[src/rtl/ball_motion_engine.sv]
// Multi-ball 3-D fixed-point motion engine: one ball per clock is advanced during a frame sweep,
// with ground bounce, bounce limit and settle/auto-clear, plus per-ball screen coordinates.
module ball_motion_engine #(
   parameter int N_BALLS       = 4,
   parameter int ID_W          = (N_BALLS > 1) ? $clog2(N_BALLS) : 1,
   parameter int POS_W         = 16,
   parameter int OUT_W         = 13,
   parameter int OUT_SHIFT     = 2,
   parameter int X_ACC         = 1,
   parameter int Y_ACC         = 0,
   parameter int Z_ACC         = 3,
   parameter int BOUNCE_SHIFT  = 1,
   parameter int BOUNCE_MIN    = 4,
   parameter int MAX_BOUNCES   = 2,
   parameter int SETTLE_FRAMES = 60
) (
   input  logic                       i_clk,
   input  logic                       i_rst_n,
   input  logic                       i_refresh,
   input  logic                       i_launch,
   input  logic [ID_W-1:0]            i_launch_id,
   input  logic signed [POS_W-1:0]    i_vx,
   input  logic signed [POS_W-1:0]    i_vy,
   input  logic signed [POS_W-1:0]    i_vz,
   input  logic [N_BALLS-1:0]         i_en_collision,
   input  logic [N_BALLS-1:0]         i_collision_done,
   output logic [N_BALLS*OUT_W-1:0]   o_x_pos,
   output logic [N_BALLS*OUT_W-1:0]   o_y_pos,
   output logic [N_BALLS-1:0]         o_z_neg,
   output logic [N_BALLS-1:0]         o_active,
   output logic                       o_busy,
   output logic                       o_frame_done,
   output logic                       o_overrun
);

   localparam int BcW  = (MAX_BOUNCES > 0) ? $clog2(MAX_BOUNCES + 1) : 1;
   localparam int SetW = (SETTLE_FRAMES > 0) ? $clog2(SETTLE_FRAMES + 1) : 1;
   localparam logic signed [POS_W-1:0] XAcc   = POS_W'(X_ACC);
   localparam logic signed [POS_W-1:0] YAcc   = POS_W'(Y_ACC);
   localparam logic signed [POS_W-1:0] ZAcc   = POS_W'(Z_ACC);
   localparam logic [POS_W-1:0]        BMin   = POS_W'(BOUNCE_MIN);
   localparam logic [BcW-1:0]          BcMax  = BcW'(MAX_BOUNCES);
   localparam logic [SetW-1:0]         SetMax = SetW'(SETTLE_FRAMES);

   typedef enum logic [1:0] {StIdle, StRun, StDone} state_e;
   typedef enum logic [1:0] {PhIdle, PhFlight, PhSettle} phase_e;

   state_e            state_q, state_d;
   logic [ID_W-1:0]   idx_q, idx_d;
   logic              overrun_q, overrun_d;

   logic signed [POS_W-1:0] x_q [N_BALLS], y_q [N_BALLS], z_q [N_BALLS];
   logic signed [POS_W-1:0] vx_q [N_BALLS], vy_q [N_BALLS], vz_q [N_BALLS];
   logic signed [POS_W-1:0] x_d [N_BALLS], y_d [N_BALLS], z_d [N_BALLS];
   logic signed [POS_W-1:0] vx_d [N_BALLS], vy_d [N_BALLS], vz_d [N_BALLS];
   logic [BcW-1:0]          bcnt_q [N_BALLS], bcnt_d [N_BALLS];
   logic [SetW-1:0]         scnt_q [N_BALLS], scnt_d [N_BALLS];
   phase_e                  phase_q [N_BALLS], phase_d [N_BALLS];

   // Next state of the ball currently selected by the sweep
   logic signed [POS_W-1:0] u_x, u_y, u_z, u_vx, u_vy, u_vz, z_nxt, vz_nxt;
   logic [POS_W-1:0]        vz_abs;
   logic [BcW-1:0]          u_bcnt;
   logic [SetW-1:0]         u_scnt;
   phase_e                  u_phase;

   always_comb begin
      state_d   = state_q;
      idx_d     = idx_q;
      overrun_d = 1'b0;
      unique case (state_q)
         StIdle: begin
            if (i_refresh) begin
               state_d = StRun;
               idx_d   = '0;
            end
         end
         StRun: begin
            overrun_d = i_refresh;
            if (idx_q == ID_W'(N_BALLS - 1)) state_d = StDone;
            else                             idx_d   = idx_q + ID_W'(1);
         end
         StDone: begin
            overrun_d = i_refresh;
            state_d   = StIdle;
         end
         default: state_d = StIdle;
      endcase
   end

   always_comb begin
      u_x     = x_q[idx_q];
      u_y     = y_q[idx_q];
      u_z     = z_q[idx_q];
      u_vx    = vx_q[idx_q];
      u_vy    = vy_q[idx_q];
      u_vz    = vz_q[idx_q];
      u_bcnt  = bcnt_q[idx_q];
      u_scnt  = scnt_q[idx_q];
      u_phase = phase_q[idx_q];
      z_nxt   = z_q[idx_q] + vz_q[idx_q];
      vz_nxt  = vz_q[idx_q] - ZAcc;
      vz_abs  = vz_q[idx_q][POS_W-1] ? -vz_q[idx_q] : vz_q[idx_q];
      unique case (phase_q[idx_q])
         PhFlight: begin
            u_x  = x_q[idx_q] + vx_q[idx_q];
            u_y  = y_q[idx_q] + vy_q[idx_q];
            u_vx = vx_q[idx_q] - XAcc;
            u_vy = vy_q[idx_q] - YAcc;
            if (!z_nxt[POS_W-1]) begin
               u_z  = z_nxt;
               u_vz = vz_nxt;
            end else if (bcnt_q[idx_q] < BcMax && vz_abs > BMin) begin
               u_z    = '0;
               u_vz   = vz_abs - (vz_abs >> BOUNCE_SHIFT);
               u_bcnt = bcnt_q[idx_q] + BcW'(1);
            end else begin
               // Landed: the sinking z stays visible, vz is kept as-is
               u_z     = z_nxt;
               u_phase = PhSettle;
               u_scnt  = '0;
            end
         end
         PhSettle: begin
            if (scnt_q[idx_q] < SetMax) begin
               u_scnt = scnt_q[idx_q] + SetW'(1);
            end else if (!i_en_collision[idx_q]) begin
               u_x = '0; u_y = '0; u_z = '0; u_vx = '0; u_vy = '0; u_vz = '0;
               u_bcnt = '0; u_scnt = '0; u_phase = PhIdle;
            end
         end
         default: ;
      endcase
   end

   // Per-slot priority: launch, then clear request, then sweep update
   always_comb begin
      for (int k = 0; k < N_BALLS; k++) begin
         x_d[k] = x_q[k]; y_d[k] = y_q[k]; z_d[k] = z_q[k];
         vx_d[k] = vx_q[k]; vy_d[k] = vy_q[k]; vz_d[k] = vz_q[k];
         bcnt_d[k] = bcnt_q[k]; scnt_d[k] = scnt_q[k]; phase_d[k] = phase_q[k];
         if (i_launch && i_launch_id == ID_W'(k)) begin
            x_d[k] = '0; y_d[k] = '0; z_d[k] = '0;
            vx_d[k] = i_vx; vy_d[k] = i_vy; vz_d[k] = i_vz;
            bcnt_d[k] = '0; scnt_d[k] = '0; phase_d[k] = PhFlight;
         end else if (i_collision_done[k]) begin
            x_d[k] = '0; y_d[k] = '0; z_d[k] = '0;
            vx_d[k] = '0; vy_d[k] = '0; vz_d[k] = '0;
            bcnt_d[k] = '0; scnt_d[k] = '0; phase_d[k] = PhIdle;
         end else if (state_q == StRun && idx_q == ID_W'(k)) begin
            x_d[k] = u_x; y_d[k] = u_y; z_d[k] = u_z;
            vx_d[k] = u_vx; vy_d[k] = u_vy; vz_d[k] = u_vz;
            bcnt_d[k] = u_bcnt; scnt_d[k] = u_scnt; phase_d[k] = u_phase;
         end
      end
   end

   always_ff @(posedge i_clk or negedge i_rst_n) begin
      if (!i_rst_n) begin
         state_q   <= StIdle;
         idx_q     <= '0;
         overrun_q <= 1'b0;
         for (int k = 0; k < N_BALLS; k++) begin
            x_q[k] <= '0; y_q[k] <= '0; z_q[k] <= '0;
            vx_q[k] <= '0; vy_q[k] <= '0; vz_q[k] <= '0;
            bcnt_q[k] <= '0; scnt_q[k] <= '0; phase_q[k] <= PhIdle;
         end
      end else begin
         state_q   <= state_d;
         idx_q     <= idx_d;
         overrun_q <= overrun_d;
         for (int k = 0; k < N_BALLS; k++) begin
            x_q[k] <= x_d[k]; y_q[k] <= y_d[k]; z_q[k] <= z_d[k];
            vx_q[k] <= vx_d[k]; vy_q[k] <= vy_d[k]; vz_q[k] <= vz_d[k];
            bcnt_q[k] <= bcnt_d[k]; scnt_q[k] <= scnt_d[k]; phase_q[k] <= phase_d[k];
         end
      end
   end

   for (genvar k = 0; k < N_BALLS; k++) begin : g_out
      logic signed [POS_W-1:0] x_sh;
      logic signed [POS_W:0]   y_sum, y_sh;
      logic                    unused_sh;
      assign x_sh  = x_q[k] >>> OUT_SHIFT;
      // Half of z is added so height reads as an upward screen offset
      assign y_sum = {y_q[k][POS_W-1], y_q[k]}
                   + {{2{z_q[k][POS_W-1]}}, z_q[k][POS_W-1:1]};
      assign y_sh  = y_sum >>> OUT_SHIFT;
      assign o_x_pos[k*OUT_W +: OUT_W] = x_sh[OUT_W-1:0];
      assign o_y_pos[k*OUT_W +: OUT_W] = y_sh[OUT_W-1:0];
      assign o_z_neg[k]  = (phase_q[k] == PhSettle);
      assign o_active[k] = (phase_q[k] != PhIdle);
      assign unused_sh   = ^{x_sh[POS_W-1:OUT_W], y_sh[POS_W:OUT_W]};
   end

   assign o_busy       = (state_q != StIdle);
   assign o_frame_done = (state_q == StDone);
   assign o_overrun    = overrun_q;

endmodule

[config.mk]
export PLATFORM = sky130hd
export DESIGN_NAME = ball_motion_engine
export DESIGN_NICKNAME = d
export VERILOG_FILES = /design/src/rtl/ball_motion_engine.sv
export SDC_FILE = /design/constraint.sdc
export NUM_CORES = 1
export LEC_CHECK = 0
export ABC_AREA = 0
export ABC_CLOCK_PERIOD_IN_PS = 7500
export BUFFER_PORTS_ARGS = -buffer_cell sky130_fd_sc_hd__buf_2
export CAP_MARGIN = 20
export CELL_PAD_IN_SITES_DETAIL_PLACEMENT = 1
export CELL_PAD_IN_SITES_GLOBAL_PLACEMENT = 2
export CORE_MARGIN = 8
export CORE_UTILIZATION = 39
export DETAILED_ROUTE_END_ITERATION = 8
export PLACE_DENSITY = 0.91
export SYNTH_ARGS = -nofsm -noshare
export SYNTH_HDL_FRONTEND = slang
export SYNTH_SLANG_ARGS = --single-unit
[constraint.sdc]
create_clock -name i_clk -period 7.5 [get_ports i_clk]
set_input_delay 0.375 -clock i_clk [delete_from_list [all_inputs] [get_ports i_clk]]
set_output_delay 0.375 -clock i_clk [all_outputs]
set_load 0.05 [all_outputs]
# ---- Yosys cells after proc, flatten, opt, wreduce, memory -nomap -nowiden
# Cells that the tools add are included.
dict set report word_totals {
  romBits 0
  mem_bits_rw 0
  n_memories 0
  latch_bits 0
  ff_bits 429
}
dict set report op_classes {
  div_mod_pow 0
  mul 0
  mux 182
  add_sub_neg 14
  eq_ne 17
  shifts 0
  reduce_logical 25
  magnitude_cmp 5
  bitwise 1
}
# operator count
set ops {}
lappend ops {{16-bit 2-to-1 mux} 102}
lappend ops {{16-bit binary-select mux with 2-bit select} 6}
lappend ops {{16-bit case mux with 2 select lines} 5}
lappend ops {{6-bit 2-to-1 mux} 18}
lappend ops {{2-bit 2-to-1 mux} 40}
lappend ops {{15-bit adder} 4}
lappend ops {{16-bit adder} 3}
lappend ops {{2-bit == test (second input constant)} 10}
lappend ops {{16-bit by 3-bit > comparator with 1-bit output (second input constant)} 1}
lappend ops {{16-bit negation} 1}
lappend ops {{2-bit case mux with 2 select lines} 4}
lappend ops {{16-bit by 15-bit subtractor with 16-bit output} 1}
lappend ops {{16-bit by 2-bit subtractor with 16-bit output (second input constant)} 1}
lappend ops {{16-bit by 3-bit subtractor with 16-bit output (second input constant)} 1}
lappend ops {{6-bit binary-select mux with 2-bit select} 1}
lappend ops {{6-bit case mux with 2 select lines} 1}
lappend ops {{2-bit nonzero test} 6}
lappend ops {{3-bit nonzero test} 4}
lappend ops {{1-bit logical AND} 9}
lappend ops {{2-bit binary-select mux with 2-bit select} 2}
lappend ops {{2-bit by 1-bit == test with 1-bit output (second input constant)} 4}
lappend ops {{6-bit by 1-bit adder with 6-bit output (second input constant)} 1}
lappend ops {{2-bit zero test} 3}
lappend ops {{6-bit less-than comparator (second input constant)} 1}
lappend ops {{other kinds (12)} 15}

# ---- Logic depth before layout (Yosys ltp)
# Gate-level depths: netlist of the first run.
dict set report logic_depth {
  word_depth 14
  mapped_depth 22
  mapped_depth_nobuf 20
}

# ---- Least setup slack after synthesis of the first run
# OpenSTA, ideal clock, no wires.
dict set report synth_timing {
  path_kind {register to register}
  startpoint {register idx_q[1]}
  endpoint {register vz_q[54] (netlist name)}
  path_buffers 9
  synth_period_minus_slack_ns 5.582
  setup_ns 0.126
  arrival_time_ns 5.456
  path_stages_with_launch 22
  t_required_ns 7.374
  path_slack_ns 1.918
  path_cell_list {dfrtp_1 buf_2 buf_2 buf_2 buf_1 clkbuf_1 clkbuf_1 clkbuf_1 mux4_2 ha_1 a21o_1 a21oi_1 o22a_1 o211a_1 nor3_1 or2_2 clkbuf_1 clkbuf_1 a31oi_1 o21ai_0 nand2_1 a221o_1}
}
dict set report synth_via {
  elab_chain_cells 14
  elab_cells_between_ends 40
  classes_between {add/sub (4); order compare (3); eq/ne (2); mux (26); bitwise (1); reduce/logical (4)}
}
# item line
set synth_lines {}
lappend synth_lines {{start: declaration} 49} ;# logic [ID_W-1:0] idx_q, idx_d;
lappend synth_lines {{start signal: assignment} 170} ;# idx_q <= idx_d;
lappend synth_lines {{2-bit inverter with 3-bit output (not written as such)} --}
lappend synth_lines {{16-bit binary-select mux with 2-bit select} --}
lappend synth_lines {{16-bit 2-to-1 mux (not written as such) (2 in a row)} --}
lappend synth_lines {{16-bit negation} 103} ;# vz_abs = vz_q[idx_q][POS_W-1] ? -vz_q[idx_q] : vz_q[idx_q];
lappend synth_lines {{16-bit 2-to-1 mux} 103}
lappend synth_lines {{16-bit by 3-bit > comparator with 1-bit output} 113} ;# end else if (bcnt_q[idx_q] < BcMax && vz_abs > BMin) begin
lappend synth_lines {{1-bit logical AND} 113}
lappend synth_lines {{16-bit 2-to-1 mux} 113}
lappend synth_lines {{16-bit 2-to-1 mux} 110} ;# if (!z_nxt[POS_W-1]) begin
lappend synth_lines {{16-bit case mux with 2 select lines} 104} ;# unique case (phase_q[idx_q])
lappend synth_lines {{16-bit 2-to-1 mux} 150} ;# end else if (state_q == StRun && idx_q == ID_W'(k)) begin
lappend synth_lines {{16-bit 2-to-1 mux} 146} ;# end else if (i_collision_done[k]) begin
lappend synth_lines {{16-bit 2-to-1 mux} 142} ;# if (i_launch && i_launch_id == ID_W'(k)) begin
lappend synth_lines {{end signal: indexed assignment} 174} ;# vx_q[k] <= vx_d[k]; vy_q[k] <= vy_d[k]; vz_q[k] <= vz_d[k];
lappend synth_lines {{end: declaration} 53} ;# logic signed [POS_W-1:0] vx_q [N_BALLS], vy_q [N_BALLS], vz_q [N_BALLS];
# Several ways; a longest one is shown, not always the timed one. The select of a mux whose other input is x is not followed.
# A chain may end at the register's enable or synchronous reset.

# ---- Worst setup path in the final report of the first run
dict set report layout_timing {
  startpoint {register idx_q[0]}
  endpoint {register vz_q[51] (netlist name)}
}
# The elaborated chain is that of the path after synthesis.

==> results.cfg, run 1 <==
[cells_and_area]
fill_cells = 7746
regArea_um2 = 10340
syn_to_final_growth_pct = 11.00
multi_input_area_um2 = 15090
final_layout_size_suffix_gt1_share_pct = 15.65
final_util_pct = 43.53
layout.nets = 3086

[timing]
whs_ns = 0.01902
clock_skew_ns = 0.02812
maxSlewViolCount = 0
period_minus_slack_ns = 6.066
timing.setup.tns_ns = 0
slew_headroom_pct = 16.66
worst_slew_pin_slew_ns = 1.247
finalCritPeriodShare_pct = 80.88
setup_slack_ns = 1.434
rsz0062_at_grt = no
clock.fmax_ghz = 0.1649
hold_viol_final = 0
setup_viol = 0

[power_and_ir_drop]
vdd_ir_drop_max_mv = 0.1994
power_density_nw_per_um2 = 420.0
power.total_w = 0.01250
p_leak_nw = 12.84

[synthesis]
ys_seq_elements = 413
syn_nets = 3080
synth_cells = 2890
ys_types = 91
synth_area_per_cell_um2 = 9.275
async_reset_ff_share_pct = 100.0
ys_seq_area_share_pct = 38.56
ys.flop_type = dfrtp_1
synth_area_um2 = 26800
synth_edf_count = 0
yosys_warnings = 0

[drt]
via_per_inst = 6.400
num_vias = 24437
dr.pass1.iters = 5
drtIter0Drc = 1891
ant_nets = 0
drt-total-wl_mm = 101.1
drc = 0
wl_per_cell_um = 26.49

[setup_path]
rrSetupSlack_ns = 1.43
r2r_start = idx_q[0]$_DFFE_PN0P_
arrival_ns = 6.56
slowest_stage = dfrtp_4
reg2reg_to = vz_q[51]$_DFFE_PN0P_
path_class = reg -> reg
start_kind = flip-flop
path_cells = mux4_2, inv_1, ha_1, inv_1, nor2_1, nand2_1, nor4_1, nor2_1, xor2_1, inv_1, ha_1, nand2_1, a2111oi_0, o2111ai_2, buf_4, and2_1, a21oi_1, a2bb2oi_1, o21ai_0, a22o_1
crit_buf_inv = 4
end_kind = flip-flop
r2r_cells = 20
path_common_cell = inv_1
worstPathMaxFanout = 21
cp_slowest_stage_delay_ns = 0.72
crit_family = compound AO/OA/AOI/OAI gates
required_ns = 8.00

[die]
dieArea_um2 = 77370
num_io_pins = 177
die_y_um = 278.2
core_um2 = 68350
die_w_um = 278.2
rows = 96
initial_core_util_pct = 39.22

[worst_hold_path]
hold_end = vy_q[23]$_DFFE_PN0P_
hp-class = in -> reg
hold_depth = 3
hp-start = i_vy[7]

[place]
pre_cts_ws_ns = 1.556
port_buffers = 174
place_congestion = 0.8935
dp_hpwl_mm = 66.58

[global_route]
grt_pass1_wl_mm = 157.4
overflow = 0
antenna_found_initial = 11
grt.total_usage_pct = 25.46
grt_pass1_vias = 26594
grt_max_degree = 139

[clock_network]
cts_setup_buffers = 0
cts_buffers = 48
cts_buffer_depth = 3
cts_tree = yes
path_clk_slew_ns = 0.06
clk_latency_ns = 0.62
htreeDepth = 2
cts_sinks = 413
cts_resized = 0
holdBufCountCts = 3
clockRootBuffer = clkbuf_16

[run]
drv_cap = 0

[outcome]
status = finished, final reports clean
-- logic make-up (layout without fill, tap and decap cells) --
group	after synthesis	count (layout)	share of synthesized area [%]
AO/OA/AOI/OAI	1003	1003	23.49
XOR/XNOR	118	118	3.884
adder cells (fa/ha/maj)	128	128	6.087
buffers and inverters	320	362	5.415
flip-flops	413	413	38.56
multiplexers	137	137	9.901
other	0	4	0
AND/OR/NAND/NOR	771	771	12.66
-- tightest hold or removal path, stage by stage --
cell and delay [ns]:
buf_2 0.12, nand2_1 0.05, o21ai_0 0.06
-- report_power, final --
group	internal, W	switching, W
clock	0.00152	0.00102
combinational	0.00223	0.00475
sequential	0.00261	0.000365
total	0.00636	0.00613
-- cells in the final DEF, fill, tap and decap left out, types with 11 or more instances in the layout --
| cell | instances |
|---|---|
| a22oi_1 | 55 |
| nor2_1 | 339 |
| xnor2_1 | 74 |
| o31ai_1 | 11 |
| xor2_1 | 43 |
| nand2_1 | 239 |
| nand3_1 | 18 |
| inv_1 | 58 |
| a221o_1 | 16 |
| a21oi_1 | 282 |
| buf_4 | 34 |
| dfrtp_1 | 411 |
| nor4b_1 | 16 |
| or2_2 | 16 |
| a32oi_1 | 17 |
| mux2i_1 | 33 |
| a31oi_1 | 20 |
| ha_1 | 124 |
| buf_2 | 173 |
| a211oi_1 | 139 |
| nor2b_1 | 16 |
| o21bai_1 | 22 |
| o21ai_0 | 279 |
| o211ai_1 | 20 |
| clkbuf_8 | 15 |
| a21o_1 | 28 |
| clkbuf_16 | 49 |
| or3_1 | 18 |
| nor3_1 | 33 |
| mux4_2 | 101 |
| o21ai_1 | 22 |
-- per-layer routing --
| layer | vias up | share of wire, % | GRT usage [%] |
|---|---|---|---|
| met5 | - | 0.088 | 0 |
| met4 | 14 | 3.9 | 10.59 |
| met3 | 247 | 6.1 | 4.137 |
| met2 | 894 | 50 | 44.74 |
| met1 | 12701 | 40 | 30.84 |
| li1 | 10581 | - | - |
-- sequential cells by signal (all words and copies together) (netlist names) --
register,flops
y_q,60
state_q,2
vy_q,60
vx_q,60
x_q,8
z_q,64
idx_q,2
o_x_pos,52
vz_q,64
bcnt_q,8
scnt_q,24
phase_q,8
o_overrun,1
-- cell usage after synthesis, types with 10 or more instances --
cell,number,area share [%]
a211oi_1,139,3.9
a21o_1,28,0.78
a21oi_1,282,5.3
a221o_1,16,0.60
a22oi_1,55,1.5
a31o_2,10,0.33
a31oi_1,20,0.47
a32oi_1,17,0.56
and2_1,14,0.33
buf_2,14,0.26
buf_4,56,1.6
clkbuf_1,181,2.5
dfrtp_1,413,39
ha_1,124,5.8
inv_1,58,0.81
mux2i_1,33,1.2
mux4_2,101,8.5
nand2_1,244,3.4
nand3_1,18,0.34
nand4_1,10,0.23
nor2_1,345,4.8
nor2b_1,16,0.37
nor3_1,33,0.62
nor4b_1,16,0.52
o211ai_1,20,0.56
o21ai_0,279,5.2
o21ai_1,23,0.43
o21bai_1,22,0.62
o31ai_1,11,0.31
or2_2,16,0.37
or3_1,18,0.42
xnor2_1,74,2.4
xor2_1,43,1.4
-- cell type report --
cell class | instances | share of cell area [%]
multi-input cells | 2157 | 50.72
flip-flops and latches | 413 | 34.76
clock buffers | 74 | 4.941
repair buffers | 216 | 4.332
well taps | 882 | 3.709
inverters | 60 | 0.7570
clock inverters | 12 | 0.7444
diodes | 4 | 0.03364
-- how the worst max path moves through the flow --
stage                    startpoint                   end  slack (ns)  depth (start not counted)
2_1_floorplan  idx_q[1]$_DFFE_PN0P_  vz_q[54]$_DFFE_PN0P_        1.92                         21
3_3_place_gp   idx_q[0]$_DFFE_PN0P_  vz_q[48]$_DFFE_PN0P_        1.79                         20
3_5_place_dp   idx_q[0]$_DFFE_PN0P_  vz_q[25]$_DFFE_PN0P_        1.56                         20
4_1_cts        idx_q[0]$_DFFE_PN0P_  vz_q[25]$_DFFE_PN0P_        1.54                         20
5_1_grt        idx_q[0]$_DFFE_PN0P_  vz_q[51]$_DFFE_PN0P_        1.14                         20
6_report       idx_q[0]$_DFFE_PN0P_  vz_q[51]$_DFFE_PN0P_        1.43                         20
-- per-stage QoR --
step | std cells | cell area [um^2]
after floorplan | 2890 | 26800
after CTS | 3811 | 29660
after global routing | 3816 | 29750
final | 3818 | 29750
after global placement | 3722 | 27940
after detailed placement | 3722 | 27940
No activity file was read; power rests on OpenSTA's default activity.
==> run 2, diff against run 1 <==
--- a/config.mk
+++ b/config.mk
@@ -6,15 +6,15 @@
 export NUM_CORES = 1
 export LEC_CHECK = 0
 export ABC_AREA = 0
-export ABC_CLOCK_PERIOD_IN_PS = 7500
+export ABC_CLOCK_PERIOD_IN_PS = 5200
 export BUFFER_PORTS_ARGS = -buffer_cell sky130_fd_sc_hd__buf_2
 export CAP_MARGIN = 20
 export CELL_PAD_IN_SITES_DETAIL_PLACEMENT = 1
 export CELL_PAD_IN_SITES_GLOBAL_PLACEMENT = 2
 export CORE_MARGIN = 8
-export CORE_UTILIZATION = 39
+export CORE_UTILIZATION = 35
 export DETAILED_ROUTE_END_ITERATION = 8
-export PLACE_DENSITY = 0.91
+export PLACE_DENSITY = 0.86
 export SYNTH_ARGS = -nofsm -noshare
 export SYNTH_HDL_FRONTEND = slang
 export SYNTH_SLANG_ARGS = --single-unit
==> constraint.sdc (replaced) <==
create_clock -name i_clk -period 5.2 [get_ports i_clk]
set_input_delay 0.26 -clock i_clk [delete_from_list [all_inputs] [get_ports i_clk]]
set_output_delay 0.26 -clock i_clk [all_outputs]
set_load 0.05 [all_outputs]
==> results.cfg, run 2 (synthesis results as in run 1) <==
[drt]
drtIter0Drc = 1897
wl_per_cell_um = 25.47
via_per_inst = 6.012
drt-total-wl_mm = 104.7
drc = 0
dr.pass1.iters = 5
ant_nets = 0
num_vias = 24716

[global_route]
antenna_found_initial = 5
overflow = 0
grt_pass1_wl_mm = 161.4
grt_pass1_vias = 26826
grt.total_usage_pct = 23.74
grt_max_degree = 146

[clock_network]
htreeDepth = 2
clockRootBuffer = clkbuf_16
clk_latency_ns = 0.61
cts_sinks = 413
cts_buffer_depth = 3
cts_tree = yes
cts_buffers = 50
path_clk_slew_ns = 0.06

[cells_and_area]
layout_common_cells = 411 x dfrtp_1, 339 x nor2_1, 280 x a21oi_1
regArea_um2 = 10340
fin_area_um2 = 31210
layout.cells.non_filler = 4111
multi_input_area_um2 = 15140
top_regs = vz_q x64, z_q x64
final_layout_size_suffix_gt1_share_pct = 18.37
layout.nets = 3229
final_common_cell = dfrtp_1
final_util_pct = 41.09
syn_to_final_growth_pct = 16.43
fill_cells = 8685

[outcome]
status = finished, final reports clean

[die]
die_w_um = 292.7
die_y_um = 292.7
num_io_pins = 177
dieArea_um2 = 85700
rows = 101
core_um2 = 75950
initial_core_util_pct = 35.29

[power_and_ir_drop]
internal_power_w = 0.009718
p_seq_share_pct = 22.5
swShare_pct = 48.48
p_clk_share_pct = 19.1
power_frac_comb_pct = 58.4
power.switching_w = 0.009144
p_leak_nw = 13.50
vdd_ir_drop_max_mv = 0.2850
power.total_w = 0.01886
power_density_nw_per_um2 = 604.4

[setup_path]
arrival_ns = 5.48
end_kind = flip-flop
start_kind = flip-flop
path_class = reg -> reg
required_ns = 5.68
worstPathMaxFanout = 7

[place]
dpl-instance-area_um2 = 28980
dp_hpwl_mm = 69.81
place_congestion = 0.9171
dp_cells = 3966
port_buffers = 174
pre_cts_ws_ns = 0.1480

[timing]
maxSlewViolCount = 0
setup_viol = 0
hold_viol_final = 0
worst_slew_pin_slew_ns = 1.176
clock_skew_ns = 0.02057
period_minus_slack_ns = 5.004
clock.fmax_ghz = 0.1999
finalCritPeriodShare_pct = 96.23
setup_slack_ns = 0.1963
slew_headroom_pct = 21.60

[worst_hold_path]
hp-class = in -> reg

[run]
drv_cap = 0
==> run 2: changes by cell type in the layout (fill, tap and decap cells not counted), sizes merged <==
| cell | before | now |
|---|---|---|
| buf | 213 | 311 |
| bufinv | 5 | 2 |
| clkbuf | 74 | 76 |
| clkinvlp | 0 | 2 |
| diode | 4 | 5 |
| dlygate4sd3 | 3 | 46 |
| inv | 59 | 61 |
==> run 2: power by group through the flow <==
stage | registers (W) | logic [W] | clock network (W)
finish | 0.00424 | 0.0110 | 0.00360
global route | 0.00430 | 0.0118 | 0.00377
CTS | 0.00425 | 0.0108 | 0.00365
detailed placement | 0.00430 | 0.0107 | 0
global placement | 0.00424 | 0.0104 | 0
floorplan | 0.00409 | 0.00740 | 0
==> run 2: worst max-delay path, cell delays in order (launching register included) <==
cell and delay [ns]:
dfrtp_4 0.42, buf_4 0.21, buf_4 0.14, mux4_2 0.53, nor4_4 0.41, or2b_1 0.31
nor4_2 0.24, nor2_1 0.09, xor2_1 0.17, inv_1 0.09, ha_1 0.18, buf_4 0.11
nand4_1 0.14, a2111oi_4 0.36, o2111ai_2 0.25, and2_1 0.25, a21oi_2 0.16, or3_1 0.11
o211ai_1 0.26, a221o_1 0.44
==> run 2: repair_timing <==
item / CTS / global route
resized for setup: 0 / 11
setup endpoints to repair: 0 / 154
setup buffers: 0 / 5
hold buffers: 46 / 0
endpoints found under the hold margin: 294 / 0
==> run 2: path summary, 6_finish.rpt <==
| path | slack, ns | startpoint | depth (start not counted) | endpoint |
|---|---|---|---|---|
| setup / recovery | 0.20 | idx_q[0]$_DFFE_PN0P_ | 19 | vz_q[16]$_DFFE_PN0P_ |
| hold / removal | 0.04 | i_collision_done[2] | 2 | phase_q[2]$_DFFE_PN0P_ |
| setup reg to reg | 0.20 | idx_q[0]$_DFFE_PN0P_ | 19 | vz_q[16]$_DFFE_PN0P_ |
| hold reg to reg | 0.53 | bcnt_q[3]$_DFFE_PN0P_ | 2 | bcnt_q[3]$_DFFE_PN0P_ |
| max in group asynchronous | 3.37 | i_rst_n | 3 | vx_q[5]$_DFFE_PN0P_ |
| min in group asynchronous | 0.30 | i_rst_n | 2 | vy_q[6]$_DFFE_PN0P_ |
==> run 2: metal layers <==
metal,global-route usage [%],wire length [um]
met1,29.83,43550
met4,9.900,4608
met2,40.67,51030
met3,3.498,5490
met5,0,11
==> run 2: final cells by class <==
cell class / instances / area share (%)
Sequential cell: 413 / 33.14
Multi-Input combinational cell: 2157 / 48.51
Inverter: 60 / 0.7217
Clock inverter: 13 / 0.4891
Tap cell: 1030 / 4.130
Clock buffer: 76 / 4.843
Antenna cell: 5 / 0.04009
Timing Repair Buffer: 357 / 8.127
==> run 2: stage by stage <==
stage,hold WS (ns),TNS (ns)
final,0.03517,0
after global routing,0.02787,-0.01558
after CTS,0.01034,0
after detailed placement,0.4350,0
after global placement,0.4131,0
after floorplan,-0.03559,0
